[config.mk]
export PLATFORM = sky130hd
export DESIGN_NAME = write_pointer_ctrl
export DESIGN_NICKNAME = d
export VERILOG_FILES = /design/src/rtl/write_pointer_ctrl.sv
export SDC_FILE = /design/constraint.sdc
export NUM_CORES = 1
export LEC_CHECK = 0
export BUFFER_PORTS_ARGS = -buffer_cell sky130_fd_sc_hd__buf_2
export CORE_MARGIN = 10
export CORE_UTILIZATION = 46
export CTS_CLUSTER_DIAMETER = 200
export DETAILED_ROUTE_END_ITERATION = 10
export PLACE_DENSITY = 0.86
export SLEW_MARGIN = 20
export SYNTH_ARGS = -nofsm -noshare
export SYNTH_HDL_FRONTEND = slang
export SYNTH_SLANG_ARGS = --single-unit
[constraint.sdc]
create_clock -name wclk -period 3.8 [get_ports wclk]
set_clock_uncertainty 0.1 [all_clocks]
set_input_delay 0.76 -clock wclk [delete_from_list [all_inputs] [get_ports wclk]]
set_output_delay 0.76 -clock wclk [all_outputs]
set_load 0.01 [all_outputs]
[src/rtl/write_pointer_ctrl.sv]
`default_nettype none
// ============================================================================
// Module   : write_pointer_ctrl
// Purpose  : Write-domain pointer controller for an asynchronous FIFO of
//            depth 2**PTRWIDTH. Produces binary/Gray write pointers, RAM
//            write address/enable, registered full, fill level, almost-full
//            and a sticky overflow flag.
// Revision : 1.0  initial release
// ============================================================================
module write_pointer_ctrl #(
  parameter int PTRWIDTH = 3
) (
  input  logic                wclk,
  input  logic                wr_reset,
  input  logic                w_en,
  input  logic [PTRWIDTH:0]   g_rdptr_sync,
  input  logic [PTRWIDTH:0]   af_thresh,
  input  logic                ovf_clr,
  output logic [PTRWIDTH:0]   b_wrptr,
  output logic [PTRWIDTH:0]   g_wrptr,
  output logic [PTRWIDTH-1:0] wr_addr,
  output logic                wr_accept,
  output logic                full,
  output logic                almost_full,
  output logic [PTRWIDTH:0]   wr_level,
  output logic                overflow
);

  logic [PTRWIDTH:0] b_next;
  logic [PTRWIDTH:0] g_next;
  logic [PTRWIDTH:0] rd_bin;
  logic [PTRWIDTH:0] level_next;
  logic [PTRWIDTH:0] full_pattern;
  logic              full_next;
  logic              af_next;

  // A write only reaches the RAM when the FIFO is not already full.
  assign wr_accept = w_en & ~full;
  assign wr_addr   = b_wrptr[PTRWIDTH-1:0];

  assign b_next = b_wrptr + {{PTRWIDTH{1'b0}}, wr_accept};
  assign g_next = b_next ^ (b_next >> 1);

  // Gray-to-binary: each binary bit is the XOR of all Gray bits at or above it.
  for (genvar i = 0; i <= PTRWIDTH; i++) begin : g_g2b
    assign rd_bin[i] = ^g_rdptr_sync[PTRWIDTH:i];
  end

  // Full when the next write pointer has lapped the read pointer exactly once:
  // in Gray code that is the read pointer with its two MSBs inverted.
  assign full_pattern = {~g_rdptr_sync[PTRWIDTH:PTRWIDTH-1], g_rdptr_sync[PTRWIDTH-2:0]};
  assign full_next    = (g_next == full_pattern);

  // Modulo subtraction absorbs pointer wrap-around.
  assign level_next = b_next - rd_bin;
  assign af_next    = (level_next >= af_thresh);

  // Pointer, status and level registers; reset overrides every other event.
  always_ff @(posedge wclk) begin
    if (wr_reset) begin
      b_wrptr     <= '0;
      g_wrptr     <= '0;
      full        <= 1'b0;
      almost_full <= 1'b0;
      wr_level    <= '0;
    end else begin
      b_wrptr     <= b_next;
      g_wrptr     <= g_next;
      full        <= full_next;
      almost_full <= af_next;
      wr_level    <= level_next;
    end
  end

  // Sticky overflow: a request while full sets it, and setting beats clearing.
  always_ff @(posedge wclk) begin
    if (wr_reset) begin
      overflow <= 1'b0;
    end else if (w_en && full) begin
      overflow <= 1'b1;
    end else if (ovf_clr) begin
      overflow <= 1'b0;
    end
  end

endmodule
`default_nettype wire

# [Word level (Yosys, flattened, before mapping)]
# Cells that the tools add are included.
[word_totals] register_bits=15 out_inout_bits=19 elab_cells=21
[classes] addsub=2 n_lt_le_gt_ge=1 n_eq_ne=1 muxes=2 bitwise=4 n_reduce_logical=5
[ops] cell="$add 4x1->4" count=1
[ops] cell="$eq 4x4->1" count=1
[ops] cell="$ge 4x4->1" count=1
[ops] cell="$reduce_xor 4->1" count=1
[ops] cell="$sub 4x4->4" count=1
[ops] cell="$xor 4x3->4" count=1
[ops] cell="$reduce_xor 3->1" count=1
[ops] cell="$mux 1" count=2
[ops] cell="$not 2->2" count=1
[ops] cell="$reduce_bool 2->1" count=1
[ops] cell="$reduce_xor 2->1" count=1
[ops] cell="$and 1x1->1" count=1
[ops] cell="$logic_and 1x1->1" count=1
[ops] cell="$not 1->1" count=1

# [Longest topological paths before layout]
[depth] depth_word=5 depth_mapped=11 depth_no_buf=11

# [Worst setup path before layout]
# Ideal clock, no wire load.
[synth_timing] path_kind="input-to-reg" from="in w_en" to="reg almost_full" setup_time_ns=0.128 t_arrival_ns=2.880 t_required_ns=3.572 setup_slack_ns=0.692 stages=11 path_buffers=0 path_cell_list="nor2b_1 > ha_1 > ha_1 > inv_1 > fa_1 > inv_1 > ha_1 > a21o_1 > a21o_1 > a21oi_1 > nor2_1"
[synth_via] elab_chain_cells=4
[synth_rtl] element="start, declared" line_no="15" text="input logic w_en,"
[synth_rtl] element="$and 1x1->1" line_no="38" text="assign wr_accept = w_en & ~full;"
[synth_rtl] element="$add 4x1->4" line_no="41" text="assign b_next = b_wrptr + {{PTRWIDTH{1'b0}}, wr_accept};"
[synth_rtl] element="named net b_next[1]" line_no="29" text="logic [PTRWIDTH:0] b_next;"
[synth_rtl] element="$sub 4x4->4" line_no="55" text="assign level_next = b_next - rd_bin;"
[synth_rtl] element="named net level_next[1]" line_no="32" text="logic [PTRWIDTH:0] level_next;"
[synth_rtl] element="$ge 4x4->1" line_no="56" text="assign af_next = (level_next >= af_thresh);"
[synth_rtl] element="end signal, assigned" line_no="70" text="almost_full <= af_next;"
[synth_rtl] element="end, declared" line_no="24" text="output logic almost_full,"
# The timed path passes the listed nets, and every way through them passes these cells.
# A chain may end at the register's enable or synchronous reset.

# [Final worst setup path]
[layout_timing] from="in g_rdptr_sync[3]" to="reg almost_full"
[layout_via] elab_chain_cells=3 elab_cells_between_ends=5 cone_classes="1 x add/sub; 1 x order compare; 3 x reduce/logical"
[layout_rtl] element="start, declared" line_no="16" text="input logic [PTRWIDTH:0] g_rdptr_sync,"
[layout_rtl] element="$reduce_xor 4->1 or $reduce_xor 3->1 (tied branches)" line_no="46" text="assign rd_bin[i] = ^g_rdptr_sync[PTRWIDTH:i];"
[layout_rtl] element="$sub 4x4->4 (*)" line_no="55"
[layout_rtl] element="named net level_next[1]" line_no="32"
[layout_rtl] element="$ge 4x4->1 (*)" line_no="56"
# The timed path passes the listed nets; every way through them passes the cells marked *.

==> impl_metrics.yaml <==
drt:
  routed_via_density: 4.87
  drt-total-wl_mm: 1.66
  wl_per_cell_um: 13.4
  drtIter0Drc: 10
  ant_nets: 0
  remaining_drc_errors: 0
  dr.pass1.iters: 4
  routed-via-count: 604
global_route:
  grt.busiest_layer: "met2"
  grt_max_degree: 15
  overflow: 0
  grtUsageMet1: 0.0859
  antenna_found_initial: 0
  grt_pass1_vias: 593
  use_met3: 0.0376
  grt_usage: 0.0878
  globalRouteMet2Util: 0.147
  grt_pass1_wl_mm: 2.44
synth:
  synth-seq-cells: 14
  synthSimpleGateAreaFrac: 0.137
  netlist_instances: 80
  synth_fa_ha_area_frac: 0.175
  synth_top_family_by_area: "XOR/XNOR gates"
  yosysMostFrequentCell: "dfxtp_1"
  yosysTopAreaCell: "dfxtp_1"
  yosysUniqueCellTypes: 17
  yosys_warnings: 0
  syn_area_um2: 758
  synth.area.top_cells: "dfxtp_1 (37%), ha_1 (15%), xnor2_1 (14%), xor2_1 (4.6%), nor2_1 (4.5%)"
  synth_common_cells: "dfxtp_1 (14), xnor2_1 (12), ha_1 (9), nor2_1 (9), inv_1 (8)"
  yosysSeqAreaShare: 0.370
  syn-num-nets: 102
  avgSynthCellArea_um2: 9.48
  synth_ff_type: "dfxtp_1"
  synth_xor_area_frac: 0.185
  synth_edf_count: 0
  async_flop_share: 0
  yosysTopAreaCellShare: 0.370
  synth-compound-area-share: 0.0495
  synthMuxAreaShare: 0
run:
  cap_violations: 0
clocking:
  path_clk_slew_ns: 0.08
  cts_tree: "built"
  cts_sinks: 14
  root_buffer: "clkbuf_4"
  insertion_delay_ns: 0.28
  htreeDepth: 1
  post_cts_buffers: 0
  cts.repair.resized: 0
  numCtsBuffers: 3
  clk_path_buf_depth: 2
  holdBufCountCts: 0
die:
  coreArea_mm2: 0.00154
  die_w_um: 60.6
  rows: 14
  fp.dieH_um: 60.6
  start_util: 0.492
  dieArea_mm2: 0.00367
  io_pins: 31
worst_setup_path:
  crit_required_ns: 3.87
  cp-end-kind: "flip-flop"
  rrSetupSlack_ns: 1.04
  critPathKind: "input port to flip-flop"
  worstPathArrival_ns: 3.15
  cp_max_fo: 3
  start_kind: "input port"
place:
  gp_congestion: 0.821
  port_buffers: 30
  hpwl_mm: 1.36
power_and_ir_drop:
  ir_worst_vdd_mv: 0.243
  p_comb_frac: 0.403
  swShare: 0.331
  clockPowerShare: 0.194
  seq_power_share: 0.403
  p_leak_uw: 0.000490
  power.density_mw_per_mm2: 470
  p_int_uw: 288
  switchingPower_uw: 143
finish:
  final_nets: 132
  syn2layout_area_growth_pct: 21.0
  drive_gt1_frac: 0.315
  diodes: 0
timing:
  tns_ns: 0
  min_period_ns: 3.08
  hold_slack_ns: 0.366
  slew_viol_final: 0
  finalSetupViolCount: 0
  worst_pin_slew_ns: 0.298
  fmax_ghz: 0.324
  finalCritPeriodShare: 0.811
  maxSlewHeadroom: 0.800
  grt_setup_unrepaired: "no"
  hold_viol: 0
status:
  status: "complete, no violations"
hold_path:
  min_path_type: "flip-flop to flip-flop"
state kept, by name, indices dropped and copies added (netlist names):
signal	cells
full	1
g_wrptr	3
almost_full	1
wr_level	4
overflow	1
b_wrptr	4
per-stage QoR:
stage / worst slack [ns] / util / std cells / total power, µW / area (µm²)
after global placement: 0.526 / 0.580 / 121 / 339 / 895
final: 0.718 / 0.595 / 124 / 431 / 917
after CTS: 0.706 / 0.595 / 124 / 436 / 917
after global routing: 0.572 / 0.595 / 124 / 458 / 917
after detailed placement: 0.406 / 0.580 / 121 / 350 / 895
after floorplan: 0.692 / - / 80 / 298 / 758
cells in the final DEF (no fill, tap or decap):
cell / Yosys / layout
nor2_1: 9 / 9
fa_1: 1 / 1
dfxtp_1: 14 / 14
or3_1: 1 / 1
nor2b_1: 4 / 4
nor3_2: 1 / 1
inv_1: 8 / 8
buf_2: 0 / 30
a21o_1: 3 / 3
ha_1: 9 / 9
nand2_1: 3 / 3
nand3_1: 1 / 1
nand2b_1: 2 / 2
a21oi_1: 3 / 3
xor2_1: 4 / 4
xnor2_1: 12 / 12
clkbuf_4: 0 / 3
worst paths after layout:
check | start | end | cells after the start
max | g_rdptr_sync[3] | almost_full | 12
min | overflow | overflow | 2
max reg2reg | full | almost_full | 11
min reg2reg | overflow | overflow | 2
routing by layer:
metal,up-vias,routed length [µm]
met1,270,650
met2,24,804
met3,8,163
li1,302,-
met4,0,44
met5,-,0
cell type report:
class / instances / area, µm²
Inverter: 8 / 30.0
Sequential cell: 14 / 280
Multi-Input combinational cell: 53 / 414
Timing Repair Buffer: 30 / 150
Fill cell: 143 / 624
Clock buffer: 3 / 22.5
Tap cell: 16 / 20.0
logic make-up (layout without fill, tap and decap cells):
kind of cell / count (synthesis) / in the layout
compound gates: 6 / 6
xor+xnor: 16 / 16
fa+ha+maj: 10 / 10
buf+inv: 13 / 41
flops: 14 / 14
simple gates: 21 / 21
power groups by stage:
stage	Sequential, µW	Combinational (µW)	Clock [µW]
after floorplan	189	109	0
after global placement	176	162	0
after detailed placement	177	173	0
after CTS	174	175	87.2
after global routing	176	192	90.8
final	174	173	83.8
critical path, cell delays in order:
cell	delay [ns]
buf_2	0.12
xnor2_1	0.26
xor2_1	0.31
xnor2_1	0.11
ha_1	0.22
fa_1	0.54
inv_1	0.06
ha_1	0.26
a21o_1	0.16
a21o_1	0.17
a21oi_1	0.13
nor2_1	0.05
Note: power is estimated with default switching activity, not from simulation.
